**src/rtl/riscv_decoder.sv**
```systemverilog
// RV32I decode-stage field decoder.
// One register stage: fields, immediate, format class and illegal flag.
module riscv_decoder #(
    parameter int XLEN   = 32,
    parameter int REG_AW = 5
) (
    input  logic              clk,
    input  logic              rst,
    input  logic [31:0]       instruction_i,
    output logic [REG_AW-1:0] rs1_o,
    output logic [REG_AW-1:0] rs2_o,
    output logic [REG_AW-1:0] rd_o,
    output logic [XLEN-1:0]   imm_o,
    output logic [6:0]        opcode_o,
    output logic [2:0]        funct3_o,
    output logic [6:0]        funct7_o,
    output logic [2:0]        instr_type_o,
    output logic              illegal_o
);

    localparam logic [2:0] T_R    = 3'd0;
    localparam logic [2:0] T_I    = 3'd1;
    localparam logic [2:0] T_S    = 3'd2;
    localparam logic [2:0] T_B    = 3'd3;
    localparam logic [2:0] T_U    = 3'd4;
    localparam logic [2:0] T_J    = 3'd5;
    localparam logic [2:0] T_NONE = 3'd7;

    localparam logic [6:0] OP_OP     = 7'b0110011;
    localparam logic [6:0] OP_OPIMM  = 7'b0010011;
    localparam logic [6:0] OP_LOAD   = 7'b0000011;
    localparam logic [6:0] OP_JALR   = 7'b1100111;
    localparam logic [6:0] OP_SYSTEM = 7'b1110011;
    localparam logic [6:0] OP_FENCE  = 7'b0001111;
    localparam logic [6:0] OP_STORE  = 7'b0100011;
    localparam logic [6:0] OP_BRANCH = 7'b1100011;
    localparam logic [6:0] OP_LUI    = 7'b0110111;
    localparam logic [6:0] OP_AUIPC  = 7'b0010111;
    localparam logic [6:0] OP_JAL    = 7'b1101111;

    logic [6:0] op;
    logic [2:0] f3;
    logic [6:0] f7;
    logic       bad;

    logic [REG_AW-1:0] rs1_d, rs1_q;
    logic [REG_AW-1:0] rs2_d, rs2_q;
    logic [REG_AW-1:0] rd_d, rd_q;
    logic [XLEN-1:0]   imm_d, imm_q;
    logic [6:0]        opcode_d, opcode_q;
    logic [2:0]        funct3_d, funct3_q;
    logic [6:0]        funct7_d, funct7_q;
    logic [2:0]        type_d, type_q;
    logic              illegal_d, illegal_q;

    // Classify the opcode into a format and screen out reserved encodings.
    always_comb begin
        op     = instruction_i[6:0];
        f3     = instruction_i[14:12];
        f7     = instruction_i[31:25];
        bad    = 1'b0;
        type_d = T_NONE;
        case (op)
            OP_OP: begin
                type_d = T_R;
                bad = !((f7 == 7'h00) ||
                        (f7 == 7'h20 && (f3 == 3'b000 || f3 == 3'b101)));
            end
            OP_OPIMM: begin
                type_d = T_I;
                if (f3 == 3'b001)
                    bad = (f7 != 7'h00);
                else if (f3 == 3'b101)
                    bad = !(f7 == 7'h00 || f7 == 7'h20);
            end
            OP_LOAD: begin
                type_d = T_I;
                bad = (f3 == 3'b011) || (f3 == 3'b110) || (f3 == 3'b111);
            end
            OP_JALR: begin
                type_d = T_I;
                bad = (f3 != 3'b000);
            end
            OP_SYSTEM, OP_FENCE: type_d = T_I;
            OP_STORE: begin
                type_d = T_S;
                bad = (f3 > 3'b010);
            end
            OP_BRANCH: begin
                type_d = T_B;
                bad = (f3 == 3'b010) || (f3 == 3'b011);
            end
            OP_LUI, OP_AUIPC: type_d = T_U;
            OP_JAL:           type_d = T_J;
            default:          bad = 1'b1;
        endcase
        if (instruction_i[1:0] != 2'b11)
            bad = 1'b1;
        if (bad)
            type_d = T_NONE;
    end

    // Extract the fields the selected format actually carries.
    always_comb begin
        rs1_d     = '0;
        rs2_d     = '0;
        rd_d      = '0;
        imm_d     = '0;
        funct3_d  = '0;
        funct7_d  = '0;
        opcode_d  = op;
        illegal_d = bad;
        case (type_d)
            T_R: begin
                rd_d     = instruction_i[11:7];
                rs1_d    = instruction_i[19:15];
                rs2_d    = instruction_i[24:20];
                funct3_d = f3;
                funct7_d = f7;
            end
            T_I: begin
                rd_d     = instruction_i[11:7];
                rs1_d    = instruction_i[19:15];
                funct3_d = f3;
                imm_d    = {{(XLEN-11){instruction_i[31]}},
                            instruction_i[30:20]};
            end
            T_S: begin
                rs1_d    = instruction_i[19:15];
                rs2_d    = instruction_i[24:20];
                funct3_d = f3;
                imm_d    = {{(XLEN-11){instruction_i[31]}},
                            instruction_i[30:25], instruction_i[11:7]};
            end
            T_B: begin
                rs1_d    = instruction_i[19:15];
                rs2_d    = instruction_i[24:20];
                funct3_d = f3;
                imm_d    = {{(XLEN-12){instruction_i[31]}},
                            instruction_i[7], instruction_i[30:25],
                            instruction_i[11:8], 1'b0};
            end
            T_U: begin
                rd_d  = instruction_i[11:7];
                imm_d = {{(XLEN-31){instruction_i[31]}},
                         instruction_i[30:12], 12'b0};
            end
            T_J: begin
                rd_d  = instruction_i[11:7];
                imm_d = {{(XLEN-20){instruction_i[31]}},
                         instruction_i[19:12], instruction_i[20],
                         instruction_i[30:21], 1'b0};
            end
            default: ;
        endcase
    end

    // Output register stage; reset wins over the word being decoded.
    always_ff @(posedge clk) begin
        if (!rst) begin
            rs1_q     <= '0;
            rs2_q     <= '0;
            rd_q      <= '0;
            imm_q     <= '0;
            opcode_q  <= '0;
            funct3_q  <= '0;
            funct7_q  <= '0;
            type_q    <= T_NONE;
            illegal_q <= 1'b0;
        end else begin
            rs1_q     <= rs1_d;
            rs2_q     <= rs2_d;
            rd_q      <= rd_d;
            imm_q     <= imm_d;
            opcode_q  <= opcode_d;
            funct3_q  <= funct3_d;
            funct7_q  <= funct7_d;
            type_q    <= type_d;
            illegal_q <= illegal_d;
        end
    end

    assign rs1_o        = rs1_q;
    assign rs2_o        = rs2_q;
    assign rd_o         = rd_q;
    assign imm_o        = imm_q;
    assign opcode_o     = opcode_q;
    assign funct3_o     = funct3_q;
    assign funct7_o     = funct7_q;
    assign instr_type_o = type_q;
    assign illegal_o    = illegal_q;

endmodule

```
**config.mk**
```make
export PLATFORM = sky130hd
export DESIGN_NAME = riscv_decoder
export DESIGN_NICKNAME = d
export VERILOG_FILES = /design/src/rtl/riscv_decoder.sv
export SDC_FILE = /design/constraint.sdc
export NUM_CORES = 1
export LEC_CHECK = 0
export BUFFER_PORTS_ARGS = -buffer_cell sky130_fd_sc_hd__buf_2
export CAP_MARGIN = 20
export CORE_ASPECT_RATIO = 1.25
export CORE_UTILIZATION = 30
export CTS_BUF_LIST = sky130_fd_sc_hd__clkbuf_4 sky130_fd_sc_hd__clkbuf_8 sky130_fd_sc_hd__clkbuf_16
export CTS_CLUSTER_DIAMETER = 50
export DETAILED_ROUTE_END_ITERATION = 7
export HOLD_SLACK_MARGIN = 0.1
export PLACE_DENSITY_LB_ADDON = 0.15
export SYNTH_ARGS = -nofsm -noshare
export SYNTH_HDL_FRONTEND = slang
export SYNTH_SLANG_ARGS = --single-unit
```
**constraint.sdc**
```tcl
create_clock -name clk -period 3.68 [get_ports clk]
set_clock_uncertainty 0.15 [all_clocks]
set_input_delay 0.368 -clock clk [delete_from_list [all_inputs] [get_ports clk]]
set_output_delay 0.368 -clock clk [all_outputs]
set_load 0.05 [all_outputs]
```
==> reports/qor.csv, run 1 <==
metric;value;unit
Gate power share;0.106;
Finish-stage setup viols;0;
Switching Fraction;0.2604;
Syn. warnings;0;
Synth Area per Inst;9.536;sq um
worst-case clock buffer depth;2;
num ports;102;
starting density of the core;0.3130;
Max rail drop VDD;0.1334;mV
Cell variety after synth;51;
Power Density;439.4;nW/um^2
share of cells above drive strength 1;0.3333;
Worst slew margin;0.4577;
Final Max Slew Viols;0;
sequential element share of the synthesized area;0.5248;
Setup WS pre-CTS;1.017;ns
htree depth;3;
Arrival @ worst endpoint;2.88;ns
ant diodes;0;
root buffer cell;clkbuf_8;
Post-CTS Setup Bufs;0;
Max Fanout on Critical Path;24;
main flop type after synthesis;dfxtp_1;
setup TNS;0;ns
PortBufs;101;
final wirelength;7.312;mm
global-route usage over all layers;0.1676;
routed via count;2333;
largest family of logic cells by synthesized area;simple AND/OR/NAND/NOR gates;
leading area contributor after synthesis;dfxtp_1;
Post-Syn Instances;272;
critical path type;in -> reg;
GRT overflow;0;
fin nets;414;
fin crit period;2.776;ns
vias in the first global route;2249;
Synth Area in Simple Gates;0.2393;
vias per inst;4.850;
CP Cell Sequence;dlygate4sd3_1 > buf_2 > nor2_1 > o2111ai_1 > a221oi_4 > nand4_2 > a22oi_1;
period utilization;0.7542;
CTS Buf Count;9;
Critical Path Max Stage Delay;0.61;ns
total die area;9024;sq um
EDFF count, synth;0;
commonest non-fill, non-tap cells in the layout;buf_2, dfxtp_1, nand2_1;
FF+latch count, synth;68;
Slew @ Worst Pin;0.8104;ns
Final Wtd Congestion;0.8764;
P_leak;1.549;nW
unrepaired setup endpoints after global routing;no;
WL/cell;15.20;um
largest net degree at the start of global routing;25;
CP Buf/Inv Count;2;
Worst Hold Class;in -> reg;
area growth from synthesis to layout;31.31;%
crit end category;flop;
first-pass GRT wire length;11.46;mm
core area;8287;sq um
hpwl dp;5.323;mm
die width;85.17;um
final worst setup slack;0.9045;ns
First DRT Iteration DRCs;109;
post-synthesis xor/xnor area fraction;0.003377;
delay-heaviest family, CP;compound AO/OA/AOI/OAI gates;
async set-reset flop share out of synthesis;0;
sequential fraction of design power;0.500;
Fmax;360.3;MHz
Synth Cell Area;2594;sq um
P_sw;0.0003897;W
status;complete, no violations;
Layout fillers;846;
Synth top area share;0.5248;
slowest stage cell, crit path;nand4_2;
post-synthesis mux area share;0.003859;
DRC Markers;0;
die height;106.0;um
P_int;0.001107;W
num rows;37;
critical path required time;3.78;ns
TritonRoute pass-1 iters;4;
post-route ant nets;0;
initial antenna violation count;0;
Synth Area in Compound Gates;0.1698;
clk sinks;68;
total of max-cap violations;0;
TritonCTS clock tree;built;
Fin. Hold Viols;0;
Adder-Cell Fraction of Synth Area;0;
dominant cells by area after synthesis;dfxtp_1, a22oi_1, nand2_1, nand3_1, o21ai_0;
clock-pin slew on the worst setup and hold paths;0.07;ns
leading cell type in the layout, fill and taps excluded;buf_2;
nature of the critical path startpoint;primary input;
Clock power frac;0.394;
logic make-up after synthesis:
group / after synthesis
other: 1
xor gates and xnor gates: 1
and+or+nand+nor: 110
buffers and inverters: 32
muxes: 1
DFF: 68
AOI/OAI and AO/OA: 59
worst paths after layout:
kind / from / endpoint / slack, ns / cells after the start
worst min-delay path: instruction_i[18] / imm_o[18] / 0.11 / 3
worst max-delay path: instruction_i[26] / imm_o[20] / 0.90 / 7
area by class of cell:
type	count	area, sq um	share of cell area
Clock inverter	5	53.80	0.01580
Inverter	16	60.06	0.01763
Tap cell	97	121.4	0.03564
Timing Repair Buffer	108	575.6	0.1690
Clock buffer	10	131.4	0.03857
Multi-Input combinational cell	177	1102	0.3237
Sequential cell	68	1361	0.3997
Yosys cell counts, types with 2 or more instances:
cell type  instances
buf_4              3
nand2b_1           2
a22oi_1           16
dfxtp_1           68
nand4_4            2
buf_2              8
o21ai_0           12
nor3_1            11
and3_1             2
and2_1             8
nor3_2             4
o21bai_1           2
nand3_1           13
o22ai_1            4
inv_1             16
nor4_1             7
a21oi_1            8
o211ai_1           2
o21a_1             2
clkbuf_1           4
nor3b_1            3
nand2_1           31
and4b_1            2
nor2_1            15
per-layer routing:
metal	share of wire	global-route usage	vias to the layer above
li1	-	-	1170
met1	0.43	0.1985	1067
met2	0.48	0.2644	77
met3	0.051	0.05901	19
met4	0.032	0.08959	0
met5	0	0	-
power groups by stage:
stage | clock (W) | sequential (W) | combinational, W
after CTS | 0.000601 | 0.000748 | 0.000159
after detailed placement | 0 | 0.000765 | 0.000152
after floorplan | 0 | 0.000803 | 0.0000644
final | 0.000590 | 0.000748 | 0.000159
after global routing | 0.000633 | 0.000748 | 0.000172
after global placement | 0 | 0.000765 | 0.000152
state kept, by name, summed over array words and instances, names as in the netlist:
register and count:
opcode_o 7, funct7_o 7, rs1_o 5, rs2_o 5, illegal_o 1, funct3_o 3
instr_type_o 3, imm_o 32, rd_o 5
through the flow:
stage | utilization | cells | cell area [sq um] | total power (W) | hold WS [ns]
after floorplan | - | 277 | 2613 | 0.0008675 | 0.3302
after global placement | 0.3802 | 459 | 3151 | 0.0009173 | 0.4607
after detailed placement | 0.3802 | 459 | 3151 | 0.0009175 | 0.4608
after CTS | 0.4110 | 481 | 3406 | 0.001508 | 0.1005
after global routing | 0.4110 | 481 | 3406 | 0.001553 | 0.1002
final | 0.4110 | 481 | 3406 | 0.001496 | 0.1102
repair_timing:
action	4_1_cts	5_1_grt
hold buffers	7	0
resized for setup	0	0
endpoints found under the hold margin	9	0
(Power assumes the default switching activity.)
==> run 2, diff against run 1 <==
Clock period 3.68 ns to 2.7 ns, I/O delays scaled along.
==> run 2 against run 1 <==
Sequential share of layout area shrank 2.6 points; combinational power increased by 51%; first-iteration DRC count increased by 17%; critical path depth did not move; count of clock-buffer cells in the layout grew 1; clock power is 38% higher; utilization grew 2.8 points; flip-flop and latch count stayed put; routed wire length is 3.8% higher; sequential power rose by 36%; setup slack lost 0.74 ns; largest cell class unchanged.
==> reports/qor.csv, run 2 (same netlist as run 1, synthesis figures left out) <==
metric;value;unit
First DRT Iteration DRCs;127;
clk sinks;68;
period utilization;0.9402;
die width;85.17;um
num ports;102;
Worst Hold Class;in -> reg;
setup TNS;0;ns
Power Density;570.9;nW/um^2
final wirelength;7.587;mm
global-route usage over all layers;0.1726;
clock-pin slew on the worst setup and hold paths;0.08;ns
critical path required time;2.77;ns
CTS Buf Count;9;
die height;106.0;um
status;complete, no violations;
num rows;37;
DRC Markers;0;
hpwl dp;5.365;mm
Worst slew margin;0.4895;
unrepaired setup endpoints after global routing;no;
final core utilization;0.4391;
Max Fanout on Critical Path;19;
total of max-cap violations;0;
Slew @ Worst Pin;0.7630;ns
htree depth;3;
Worst Hold Launch;instruction_i[4];
slowest stage cell, crit path;dlygate4sd3_1;
nature of the critical path startpoint;primary input;
Layout fillers;835;
share of cells above drive strength 1;0.3243;
critical path type;in -> reg;
Setup WS pre-CTS;0.1147;ns
Fmax;393.9;MHz
TritonCTS clock tree;built;
CP Cell Sequence;dlygate4sd3_1 > buf_2 > and2_0 > and4b_1 > o221ai_4 > nand4_4 > nor4_1;
crit end category;flop;
ant diodes;0;
TritonRoute pass-1 iters;4;
core area;8287;sq um
vias in the first global route;2362;
largest net degree at the start of global routing;25;
starting density of the core;0.3130;
Critical Path Max Stage Delay;0.53;ns
commonest non-fill, non-tap cells in the layout;buf_2, dfxtp_1, nand2_1;
leading cell type in the layout, fill and taps excluded;buf_2;
root buffer cell;clkbuf_8;
vias per inst;4.837;
CP Buf/Inv Count;2;
PortBufs;101;
fin crit period;2.539;ns
Finish-stage setup viols;0;
Fin. Hold Viols;0;
initial antenna violation count;0;
Hold Crit Endpoint;opcode_o[4];
Non-Filler Instances;504;
final worst setup slack;0.1615;ns
total die area;9024;sq um
DP Area;3166;sq um
post-route ant nets;0;
first-pass GRT wire length;11.93;mm
area growth from synthesis to layout;40.28;%
Post-CTS Setup Bufs;0;
fin nets;436;
Final Max Slew Viols;0;
delay-heaviest family, CP;simple AND/OR/NAND/NOR gates;
worst-case clock buffer depth;2;
max reg flops;32;
placed cells;461;
WL/cell;15.05;um
P_leak;1.643;nW
Worst Hold Depth;2;
post-route cell area;3638;sq um
routed via count;2438;
Max rail drop VDD;0.1968;mV
GRT overflow;0;
Final Wtd Congestion;0.8508;
Arrival @ worst endpoint;2.61;ns
[run 2: area by class of cell]
| type | instances | area (sq um) | area share |
|---|---|---|---|
| clock buffer | 11 | 138.9 | 0.03817 |
| inverter | 16 | 60.06 | 0.01651 |
| sequential | 68 | 1361 | 0.3741 |
| multi-input combinational | 177 | 1114 | 0.3061 |
| clock inverter | 5 | 52.55 | 0.01444 |
| timing repair buffer | 130 | 790.8 | 0.2173 |
| tap | 97 | 121.4 | 0.03336 |
[run 2: what timing repair did]
item                                   CTS  global route
gates resized for setup                  0             2
hold buffers                            27             0
setup endpoints to repair                0            24
endpoints found under the hold margin   47             0
[run 2: worst max-delay path by stage]
stage / startpoint / cells after the start / to
floorplan: instruction_i[14] / 6 / imm_o[27]
global placement: instruction_i[6] / 6 / imm_o[26]
detailed placement: instruction_i[6] / 6 / imm_o[11]
CTS: instruction_i[26] / 7 / imm_o[11]
global route: instruction_i[1] / 7 / rd_o[0]
finish: instruction_i[1] / 7 / rd_o[0]
[run 2: power by group]
| group | internal (W) | switching, W | total, W |
|---|---|---|---|
| logic | 0.0000832 | 0.000157 | 0.000240 |
| registers | 0.00102 | 0.00000288 | 0.00102 |
| clock network | 0.000443 | 0.000375 | 0.000817 |
| total | 0.00154 | 0.000535 | 0.00208 |
[run 2: metrics by stage]
stage	total power, W	hold WS, ns
2_1_floorplan	0.001182	0.2322
3_3_place_gp	0.001251	0.3627
3_5_place_dp	0.001252	0.3638
4_1_cts	0.002105	0.1192
5_1_grt	0.002163	0.1359
6_report	0.002077	0.1418
[run 2: layer usage]
layer	wire length, um	up-vias	GRT usage
met3	366	15	0.04503
met2	3930	73	0.2944
met5	0	-	0
li1	-	1210	-
met4	167	0	0.07627
met1	3122	1140	0.2023
